## src/rtl/music_pkg.sv

```systemverilog
// music_pkg: shared definitions for the score player.
//   CODE_W   note-code width (0 = rest, 1..24 = C4..B5)
//   REST     the rest code
//   state_t  fetch/playback controller states
//   code_hz  note code to tone frequency in Hz (0 = silence)
// No ports.
package music_pkg;
  localparam int CODE_W = 5;
  localparam logic [CODE_W-1:0] REST = '0;
  typedef enum logic [2:0] {IDLE, FETCH, LOAD, SOUND, GAP} state_t;
  // Indexed by the full code range, so codes 25..31 fall on silent entries.
  localparam logic [15:0] NOTE_HZ [32] = '{
    16'd0,
    16'd262, 16'd277, 16'd294, 16'd311, 16'd330, 16'd349,
    16'd370, 16'd392, 16'd415, 16'd440, 16'd466, 16'd494,
    16'd523, 16'd554, 16'd587, 16'd622, 16'd659, 16'd698,
    16'd740, 16'd784, 16'd831, 16'd880, 16'd932, 16'd988,
    16'd0, 16'd0, 16'd0, 16'd0, 16'd0, 16'd0, 16'd0
  };
  function automatic logic [15:0] code_hz(input logic [CODE_W-1:0] code);
    return NOTE_HZ[code];
  endfunction
endpackage

```

## src/rtl/score_rom.sv

```systemverilog
// score_rom: 4096 x 6 score memory, word = {tie, code}, synchronous read.
//   clk   read clock
//   en    read enable; data holds its last word while low
//   addr  beat index
//   data  registered word, valid one cycle after an enabled read
module score_rom
  import music_pkg::*;
(
  input  logic              clk,
  input  logic              en,
  input  logic [11:0]       addr,
  output logic [CODE_W:0]   data
);
  // The first sixteen beats hold a hand-written phrase with repeats and ties;
  // the rest of the score is a fixed scramble of the address.
  function automatic logic [CODE_W:0] score_word(input logic [11:0] a);
    case (a)
      12'd0:   return {1'b0, 5'd0};
      12'd1:   return {1'b0, 5'd1};
      12'd2:   return {1'b0, 5'd1};
      12'd3:   return {1'b1, 5'd1};
      12'd4:   return {1'b0, 5'd5};
      12'd5:   return {1'b0, 5'd5};
      12'd6:   return {1'b1, 5'd5};
      12'd7:   return {1'b0, 5'd24};
      12'd8:   return {1'b0, 5'd25};
      12'd9:   return {1'b0, 5'd12};
      12'd10:  return {1'b0, 5'd3};
      12'd11:  return {1'b0, 5'd7};
      12'd12:  return {1'b0, 5'd12};
      12'd13:  return {1'b1, 5'd12};
      12'd14:  return {1'b0, 5'd0};
      12'd15:  return {1'b1, 5'd0};
      default: return {a[10], a[4:0] ^ a[9:5]};
    endcase
  endfunction
  always_ff @(posedge clk)
    if (en) data <= score_word(addr);
endmodule

```

## src/rtl/note_fetch_ctrl.sv

```systemverilog
// note_fetch_ctrl: turns beat indices into note codes and tone frequencies.
//   clk         clock
//   reset       asynchronous active-high reset
//   ibeat       beat index from the player controller
//   play_pause  1 = play, 0 = pause
//   note_code   current note (0 = rest)
//   freq        tone frequency in Hz (0 = silence)
//   note_on     one-cycle pulse when a new note starts sounding
// Build option NOTE_GAP_EN: repeated untied notes get a silent articulation
// gap of GAP_CYCLES cycles; ties sustain. Without it every non-rest note pulses.
module note_fetch_ctrl
  import music_pkg::*;
#(
  parameter int LEN        = 4095,
  parameter int GAP_CYCLES = 1000000
) (
  input  logic              clk,
  input  logic              reset,
  input  logic [11:0]       ibeat,
  input  logic              play_pause,
  output logic [CODE_W-1:0] note_code,
  output logic [15:0]       freq,
  output logic              note_on
);
  state_t state, state_n;
  logic [11:0] last_ibeat;
  logic [CODE_W:0] rom_q;
  logic [CODE_W-1:0] new_code;
  logic play_q, pulse_q, change, resume, in_range, load_ok, sustain, gap_hit, gap_done;
  assign change   = ibeat != last_ibeat;
  assign resume   = play_pause & ~play_q;
  // last_ibeat is stable through FETCH/LOAD unless a newer beat aborts them.
  assign in_range = 32'(last_ibeat) < LEN;
  assign new_code = in_range ? rom_q[CODE_W-1:0] : REST;
  assign load_ok  = play_pause & ~change & (state == LOAD);
  score_rom u_rom (
    .clk  (clk),
    .en   ((state == FETCH) & in_range),
    .addr (last_ibeat),
    .data (rom_q)
  );
`ifdef NOTE_GAP_EN
  logic [CODE_W-1:0] prev_code;
  logic [19:0] gap_cnt;
  logic tie;
  assign tie      = in_range & rom_q[CODE_W];
  assign sustain  = tie & (new_code == prev_code);
  assign gap_hit  = ~tie & (new_code != REST) & (new_code == prev_code);
  assign gap_done = gap_cnt >= 20'(GAP_CYCLES - 1);
  // prev_code is forgotten on pause so a resumed note always restarts cleanly.
  always_ff @(posedge clk or posedge reset)
    if (reset) begin
      prev_code <= REST;
      gap_cnt   <= '0;
    end else begin
      if (!play_pause) prev_code <= REST;
      else if (load_ok) prev_code <= new_code;
      if (load_ok) gap_cnt <= '0;
      else if (state == GAP && gap_cnt != '1) gap_cnt <= gap_cnt + 20'd1;
    end
`else
  logic unused_tie;
  localparam int unused_gap = GAP_CYCLES;
  assign unused_tie = rom_q[CODE_W];
  assign sustain    = 1'b0;
  assign gap_hit    = 1'b0;
  assign gap_done   = 1'b0;
`endif
  always_ff @(posedge clk or posedge reset)
    if (reset) state <= IDLE;
    else state <= state_n;
  // The newest beat always restarts the fetch, whatever was in flight.
  always_comb begin
    state_n = state;
    if (!play_pause) state_n = IDLE;
    else if (change) state_n = FETCH;
    else
      case (state)
        IDLE:    state_n = resume ? FETCH : IDLE;
        FETCH:   state_n = LOAD;
        LOAD:    state_n = gap_hit ? GAP : SOUND;
        GAP:     state_n = gap_done ? SOUND : GAP;
        default: state_n = SOUND;
      endcase
  end
  always_ff @(posedge clk or posedge reset)
    if (reset) begin
      last_ibeat <= '0;
      play_q     <= 1'b0;
      note_code  <= REST;
      pulse_q    <= 1'b0;
    end else begin
      last_ibeat <= ibeat;
      play_q     <= play_pause;
      if (load_ok) note_code <= new_code;
      pulse_q    <= play_pause & (state_n == SOUND) &
                    ((load_ok & (new_code != REST) & ~sustain) | (state == GAP));
    end
  always_comb begin
    freq    = (play_pause && state != IDLE && state != GAP) ? code_hz(note_code) : 16'd0;
    note_on = pulse_q & play_pause;
  end
endmodule
```

## config.mk

```make
export PLATFORM = sky130hd
export DESIGN_NAME = note_fetch_ctrl
export DESIGN_NICKNAME = d
export VERILOG_FILES = /design/src/rtl/music_pkg.sv /design/src/rtl/score_rom.sv /design/src/rtl/note_fetch_ctrl.sv
export SDC_FILE = /design/constraint.sdc
export NUM_CORES = 1
export LEC_CHECK = 0
export CAP_MARGIN = 5
export CORE_MARGIN = 2
export CORE_UTILIZATION = 45
export DETAILED_ROUTE_END_ITERATION = 16
export PLACE_DENSITY = 0.71
export SETUP_SLACK_MARGIN = 0.15
export SLEW_MARGIN = 15
export SYNTH_ARGS = -nofsm -noshare
export SYNTH_HDL_FRONTEND = slang
export SYNTH_SLANG_ARGS = --single-unit
```

## constraint.sdc

```tcl
create_clock -name clk -period 2.3 [get_ports clk]
set_input_delay 0.345 -clock clk [delete_from_list [all_inputs] [get_ports clk]]
set_output_delay 0.345 -clock clk [all_outputs]
set_load 0.01 [all_outputs]
```

== After elaboration in Yosys (flattened, before gate mapping) ==
Memory sizes are Yosys's and may differ from the RTL's.
Cells that the tools add are included.
Word-level totals
  memories: 1
  logic and storage cells: 62
  input bits: 15
  register bits: 27
  memory bits (read-only): 512
Memory list
  (no name shown): words 32, bits a word 16, read ports 1, clocked after memory_dff 0, wr ports 0, line music_pkg.sv:21  | return NOTE_HZ[code];
Cells by class
  bitwise gates (word level): 13
  order comparisons: 2
  multiplexer cells: 9
  equal/unequal tests: 21
  reductions and logical operators: 10
Operators by type and width (number)
  12-bit by 4-bit == test with 1-bit output (second input constant): 8
  5-bit one-hot mux with 12 select lines: 1
  12-bit by 3-bit == test with 1-bit output (second input constant): 4
  16-bit 2-to-1 mux: 3
  12-bit by 2-bit == test with 1-bit output (second input constant): 2
  12-bit by 1-bit == test with 1-bit output (second input constant): 1
  12-bit logical NOT: 1
  12-bit < comparator (second input constant): 1
  12-bit != test: 1
  3-bit one-hot mux with 3 select lines: 1
  1-bit bitwise AND: 8
  2-bit OR reduction: 4
  3-bit by 2-bit == test with 1-bit output (second input constant): 2
  6-bit greater-or-equal comparator (second input constant): 1
  3-bit 2-to-1 mux: 2
  5-bit NOT with 6-bit output: 1
  5-bit 2-to-1 mux: 1
  5-bit nonzero test: 1
  5-bit XOR: 1
  3-bit by 1-bit == test with 1-bit output (second input constant): 1
  3-bit == test (second input constant): 1
  3-bit logical NOT: 1
  3-bit != test (second input constant): 1
  3-bit nonzero test: 1
  other kinds (4): 6

== Longest topological paths before layout ==
Gate-level depths: netlist of the first run.
  depth in word-level cells: 9
  gate-level depth with buffers: 7
  depth with buffers taken out: 6

== Hierarchy ==
A second synthesis of the first run with hierarchy kept.
Second synthesis, totals
  cells, all modules: 198
  area total of the unflattened synthesis: 1923.1 µm²
By module, submodules not included
  note_fetch_ctrl: cells an instance 154, times used 1, area an instance 1495.2 µm²
  score_rom: cells an instance 44, times used 1, area an instance 427.9 µm²

== Worst setup path before layout of the first run ==
Ideal clock, no wire load.
  path kind: reg-to-output
  start: reg note_code[0]
  end: out freq[6]
  data required time: 1.955 ns
  stages on the path, launching flop included: 8
  arrival time: 1.878 ns
  path buffers: 1
  slack: 0.077 ns
  cells stage by stage: dfrtp_1 -> inv_1 -> ha_1 -> clkbuf_1 -> nor2_1 -> a21oi_1 -> mux4_2 -> nor2_1
Between the ends
  cells in the longest elaborated chain, start to end: 5
RTL lines
  start, declared: line note_fetch_ctrl.sv:21  | output logic [CODE_W-1:0] note_code,
  start signal, assigned: line note_fetch_ctrl.sv:95  | if (load_ok) note_code <= new_code;
  5-bit NOT with 6-bit output (implied by the code): line music_pkg.sv:21
  memory 32 x 16 bit
  16-bit 2-to-1 mux (implied by the code) (2 in a row): line music_pkg.sv:21
  16-bit 2-to-1 mux: line note_fetch_ctrl.sv:100  | freq = (play_pause && state != IDLE && state != GAP) ? code_hz(note_code) : 16'd0;
  end, declared: line note_fetch_ctrl.sv:22  | output logic [15:0] freq,
No other way between the ends. The select of a mux whose other input is x is not followed.

== Worst setup path in the final report of the first run ==
  start: reg note_code[1]
  end: out freq[5]
The elaborated chain is that of the path after synthesis.

==> results of run 1 <==
## registers in the layout, indices dropped and copies added (netlist names)
signal      cells
last_ibeat     12
note_code       5
play_q          1
pulse_q         1
state           3
u_rom.data      5
## final cells by class
cell class,instances,area (sq um)
multi-input cells,142,1120
repair buffers,58,472
clock inverters,1,7.51
flip-flops and latches,27,703
clock buffers,3,41.3
inverters,11,43.8
well taps,50,62.6
fillers,355,1610
## layout by cell type (no fill, tap or decap), drive strengths merged, types with 2 or more instances in the layout
| cell | n |
|---|---|
| nand2 | 10 |
| clkdlybuf4s50 | 20 |
| nor3 | 4 |
| buf | 34 |
| a211o | 6 |
| nand4 | 2 |
| mux2 | 3 |
| edfxtp | 5 |
| conb | 6 |
| inv | 11 |
| nor2 | 15 |
| clkbuf | 6 |
| nand3 | 4 |
| a21o | 2 |
| dfrtp | 22 |
| a21oi | 11 |
| a31oi | 2 |
| a311oi | 2 |
| nand2b | 4 |
| a211oi | 4 |
| ha | 7 |
| xor2 | 15 |
| mux4 | 2 |
| nor2b | 7 |
| o21ai | 11 |
| mux2i | 5 |
| nor4 | 6 |
## power groups by stage
| stage | sequential [mW] | combinational [mW] | clock, mW |
|---|---|---|---|
| floorplan | 0.533 | 0.0841 | 0 |
| global placement | 0.543 | 0.117 | 0 |
| detailed placement | 0.545 | 0.120 | 0 |
| CTS | 0.535 | 0.117 | 0.279 |
| global route | 0.539 | 0.130 | 0.298 |
| finish | 0.535 | 0.115 | 0.265 |
## timing repair
item / in CTS / in global routing
pin swaps: 0 / 5
setup endpoints to repair: 10 / 14
buffers inserted: 0 / 3
gates resized for setup: 33 / 28
## metal layers
metal	wire length (microns)	global-route usage (%)
met1	1680	20.0
met2	2030	30.1
met3	143	2.76
met4	9	3.70
met5	0	0
## cell families after synthesis
family / after synthesis / synth area share (%)
other cells: 1 / 0.194
xor+xnor: 16 / 7.25
fa+ha+maj: 7 / 4.53
simple gates: 58 / 17.7
compound gates: 45 / 15.4
flops: 27 / 36.3
mux: 10 / 7.25
buf+inv: 30 / 11.5
## worst min-delay path by stage
stage	startpoint	end	slack (ns)	cells after the start
2_1_floorplan	reset	last_ibeat[0]	0.33	1
3_3_place_gp	u_rom.data[1]	note_code[1]	0.54	2
3_5_place_dp	u_rom.data[1]	note_code[1]	0.56	2
4_1_cts	reset	last_ibeat[6]	0.44	2
5_1_grt	reset	last_ibeat[1]	0.48	2
6_report	reset	last_ibeat[1]	0.41	2
## synthesized netlist by cell type (5+ instances only)
cell      instances
a21oi_1          11
buf_4             7
nor2_1           15
dfrtp_1          22
inv_1            11
mux2i_1           5
clkbuf_8          5
edfxtp_1          5
a211o_1           6
ha_1              7
nor2b_1           7
o21ai_0          10
xor2_1           15
nand2_1          10
## critical path, stage by stage (launching register included)
cell and delay [ns]:
dfrtp_1 0.38, buf_6 0.13, ha_1 0.16, inv_1 0.06, mux4_2 0.44, a2bb2oi_1 0.14
nor2_1 0.09, buf_2 0.13
## through the flow
| step | cells | utilization, % | hold WS [ns] | power (mW) | setup TNS, ns |
|---|---|---|---|---|---|
| floorplan | 199 | - | 0.334 | 0.618 | 0 |
| global placement | 285 | 57.2 | 0.539 | 0.660 | -0.0740 |
| detailed placement | 285 | 57.2 | 0.561 | 0.664 | -0.112 |
| CTS | 289 | 58.7 | 0.442 | 0.931 | 0 |
| global route | 292 | 60.3 | 0.477 | 0.967 | 0 |
| finish | 292 | 60.3 | 0.414 | 0.915 | 0 |
==> results.toml, run 1 <==
[floorplan]
io_pins = 37
start_util_pct = 47.6
rows = 23
core-area_sq_um = 4060
die_w_microns = 69.5
die_area_sq_um = 4830
fp.dieH_microns = 69.5

[synth]
ys_seq_elements = 27
ys_seq_area_share_pct = 36.3
synth_edf_count = 5
synthCells = 194
syn_area_sq_um = 1930
synth_top_area_share_pct = 28.5
yosysTopAreaCell = "dfrtp_1"
syn_area_per_cell_sq_um = 9.96
async_flop_share_pct = 81.5
synth_ff_type = "dfrtp_1"
yosys_warnings = 0
ys_types = 47
synth.area.top_cells = "dfrtp_1, edfxtp_1, xor2_1, ha_1, clkbuf_8"

[grt]
grt-ovfl-total = 0
grt_pass1_vias = 1453
antenna_found_initial = 0
track_usage_pct = 16.4
grt_pass1_wl_microns = 6600
grt_max_degree = 17

[drt]
avgRoutedWirePerCell_microns = 13.3
drtIter0Drc = 82
drt-vias-per-instance = 5.33
drt-total-wl_microns = 3870
ant_nets = 0
drc = 0
drtPass1Iterations = 4
dr_total_vias = 1557

[timing]
slew_viol_final = 0
worst_slack_ns = 0.152
fmax_ghz = 0.466
fin_skew_ns = 0.00609
slew_headroom_pct = 57.9
grt_setup_unrepaired = "yes"
post-route-period-util_pct = 93.4
setup_viol = 0
tightest_slew_ns = 0.629
fin_crit_ns = 2.15
hold_viol = 0

[pwr]
p_seq_share_pct = 58.4
peakVddDrop_mv = 0.361
intPower_mw = 0.692
power_frac_clock_pct = 29.0
p_per_area_nw_per_um2 = 374
pwr-share-comb_pct = 12.6
netSwitchingPower_mw = 0.223
switching_share_pct = 24.4
cellLeakagePower_nw = 1.06

[setup_path]
crit_arrival_ns = 1.80
critical_path_required_ns = 1.96
r2r_end = "note_code[4]"
regToRegStartpoint = "last_ibeat[3]"
worstSetupStartpoint = "note_code[1]"
rrSetupSlack_ns = 0.32
endpoint = "freq[5]"
r2r_cells = 4
start_kind = "register"
worstSetupEndpointType = "output port"
critPathKind = "reg2out"
critPathMaxFanout = 5

[cts]
clockBufferDepth = 2
numCtsBuffers = 3
cts.sinks = 27
clk_latency_ns = 0.27
clock_tree.root_cell = "clkbuf_8"
cts_tree = "yes"
cts_htree_levels = 1
path_clk_slew_ns = 0.09
cts-hold-fix-buffers = 0

[placed_design]
preCtsSetupSlack_ns = -0.0697
dpl_cell_area_sq_um = 2320
gp_congestion = 0.906
io_buffer_count = 30
place_hpwl_microns = 2940

[cells_and_area]
syn_to_final_growth_pct = 26.7
fin_area_sq_um = 2450
nets = 265
diodes = 0
drive_gt1_share_pct = 29.8

[status]
status = "complete, no violations"

[job]
maxCapViolations = 0

[min_path]
min_path_type = "in2async"
Note: power is estimated with default switching activity, not from simulation.
==> run 2, diff against run 1 <==
Settings changed: CTS_BUF_LIST set to sky130_fd_sc_hd__clkbuf_2.
==> results.toml, run 2 (same netlist as run 1, synthesis figures left out) <==
[timing]
fin_crit_ns = 2.32
hold_viol = 0
tightest_slew_ns = 0.624
fmax_ghz = 0.432
post-route-period-util_pct = 101
fin_skew_ns = 0.0109
setup_viol = 1
grt_setup_unrepaired = "yes"
slew_headroom_pct = 58.3
slew_viol_final = 0
worst_slack_ns = -0.0166

[cts]
cts-hold-fix-buffers = 0
clock_tree.root_cell = "clkbuf_2"
numCtsBuffers = 3
cts_tree = "yes"
cts_htree_levels = 1
cts.sinks = 27
clockBufferDepth = 2
clk_latency_ns = 0.36
path_clk_slew_ns = 0.26

[cells_and_area]
layout_commonest_cell = "buf_4"
largest_register_ffs = 12
fin_area_sq_um = 2660
top_regs = "last_ibeat (12), note_code (5), u_rom.data (5)"
layout_common_cells = "buf_4, clkdlybuf4s50_1, dfrtp_1"
drive_gt1_share_pct = 38.6
syn_to_final_growth_pct = 37.6
top_register = "last_ibeat"
instances_no_fill = 299
nets = 272
diodes = 0

[setup_path]
start_kind = "register"
critPathKind = "reg2out"
critPathMaxFanout = 4
worstSetupEndpointType = "output port"
crit_arrival_ns = 1.97
critical_path_required_ns = 1.96

[floorplan]
rows = 23
die_area_sq_um = 4830
core-area_sq_um = 4060
fp.dieH_microns = 69.5
start_util_pct = 47.6
die_w_microns = 69.5
io_pins = 37

[grt]
grt_pass1_vias = 1514
grt_pass1_wl_microns = 7070
track_usage_pct = 17.8
grt_max_degree = 17
antenna_found_initial = 0
grt-ovfl-total = 0

[drt]
ant_nets = 0
drtIter0Drc = 74
drt-total-wl_microns = 4550
avgRoutedWirePerCell_microns = 15.2
drtPass1Iterations = 4
drc = 0
dr_total_vias = 1638
drt-vias-per-instance = 5.48

[status]
violations = "setup timing"
status = "finished with violations"

[job]
maxCapViolations = 0

[pwr]
cellLeakagePower_nw = 1.12
p_per_area_nw_per_um2 = 314
peakVddDrop_mv = 0.284

[placed_design]
dpl_cell_area_sq_um = 2320
gp_congestion = 0.906
preCtsSetupSlack_ns = -0.0697
dp.cells = 285
place_hpwl_microns = 2940
io_buffer_count = 30

[min_path]
min_path_type = "in2async"
## run 2: changes by cell type in the layout (fill, tap and decap cells not counted), moves of 4 or more
cell / before / now
buf_6: 2 / 10
a21oi_1: 9 / 5
a21oi_2: 2 / 6
ha_4: 2 / 6
## run 2: final timing paths
| check | start | to | slack [ns] | cells after the start |
|---|---|---|---|---|
| min in group clk | ibeat[7] | last_ibeat[7] | 0.42 | 1 |
| min reg2reg | u_rom.data[1] | note_code[1] | 0.58 | 2 |
| max in group asynchronous | reset | note_code[1] | 1.50 | 3 |
| max | note_code[0] | freq[6] | -0.02 | 6 |
| max reg2reg | last_ibeat[3] | note_code[4] | 0.30 | 4 |
| min | reset | last_ibeat[0] | 0.28 | 2 |
## run 2: metal layers
layer  GRT usage [%]  wire, microns  vias to the layer above
li1                -              -                      798
met1            22.3           1920                      785
met2            31.7           2400                       47
met3            2.33            182                        8
met4            5.01             53                        0
met5               0              0                        -
## run 2: through the flow
| step | setup TNS (ns) | total power [mW] | utilization, % | hold slack [ns] |
|---|---|---|---|---|
| 2_1_floorplan | 0 | 0.618 | - | 0.334 |
| 3_3_place_gp | -0.0740 | 0.660 | 57.2 | 0.539 |
| 3_5_place_dp | -0.112 | 0.664 | 57.2 | 0.561 |
| 4_1_cts | -0.00800 | 0.846 | 59.6 | 0.288 |
| 5_1_grt | -0.250 | 0.886 | 65.5 | 0.296 |
| 6_report | -0.0166 | 0.835 | 65.5 | 0.279 |
## run 2: what timing repair did
action | CTS | global route
setup endpoints to repair | 10 | 15
setup buffers | 3 | 6
resized for setup | 62 | 41
pin swaps | 8 | 11
hold endpoints to repair | 0 | 0
gates cloned | 1 | 1
## run 2: area by class of cell
type | count | area (sq um)
fillers | 331 | 1400
multi-input cells | 142 | 1230
flip-flops and latches | 27 | 704
repair buffers | 65 | 596
well taps | 50 | 62.6
inverters | 11 | 43.8
clock buffers | 3 | 15.0
clock inverters | 1 | 7.51
## run 2: power by group
part	switching, mW	total [mW]	internal (mW)	leakage (nW)
clock	0.142	0.182	0.0403	0.0126
sequential	0.0243	0.536	0.511	0.310
combinational	0.0574	0.117	0.0597	0.798
total	0.223	0.835	0.611	1.12
## run 2: worst max-delay path, stage by stage, from the launching register on
cell and delay [ns]:
dfrtp_2 0.49, inv_4 0.09, ha_4 0.21, nor2b_4 0.12, mux4_2 0.45, nor2_1 0.11, buf_2 0.13
==> run 3, diff against run 2 <==
Settings changed: CTS_CLUSTER_DIAMETER set to 200, SLEW_MARGIN 15 to unset.
==> results of run 3 <==
No change in the layout: final DEF, timing and power equal those of run 2.
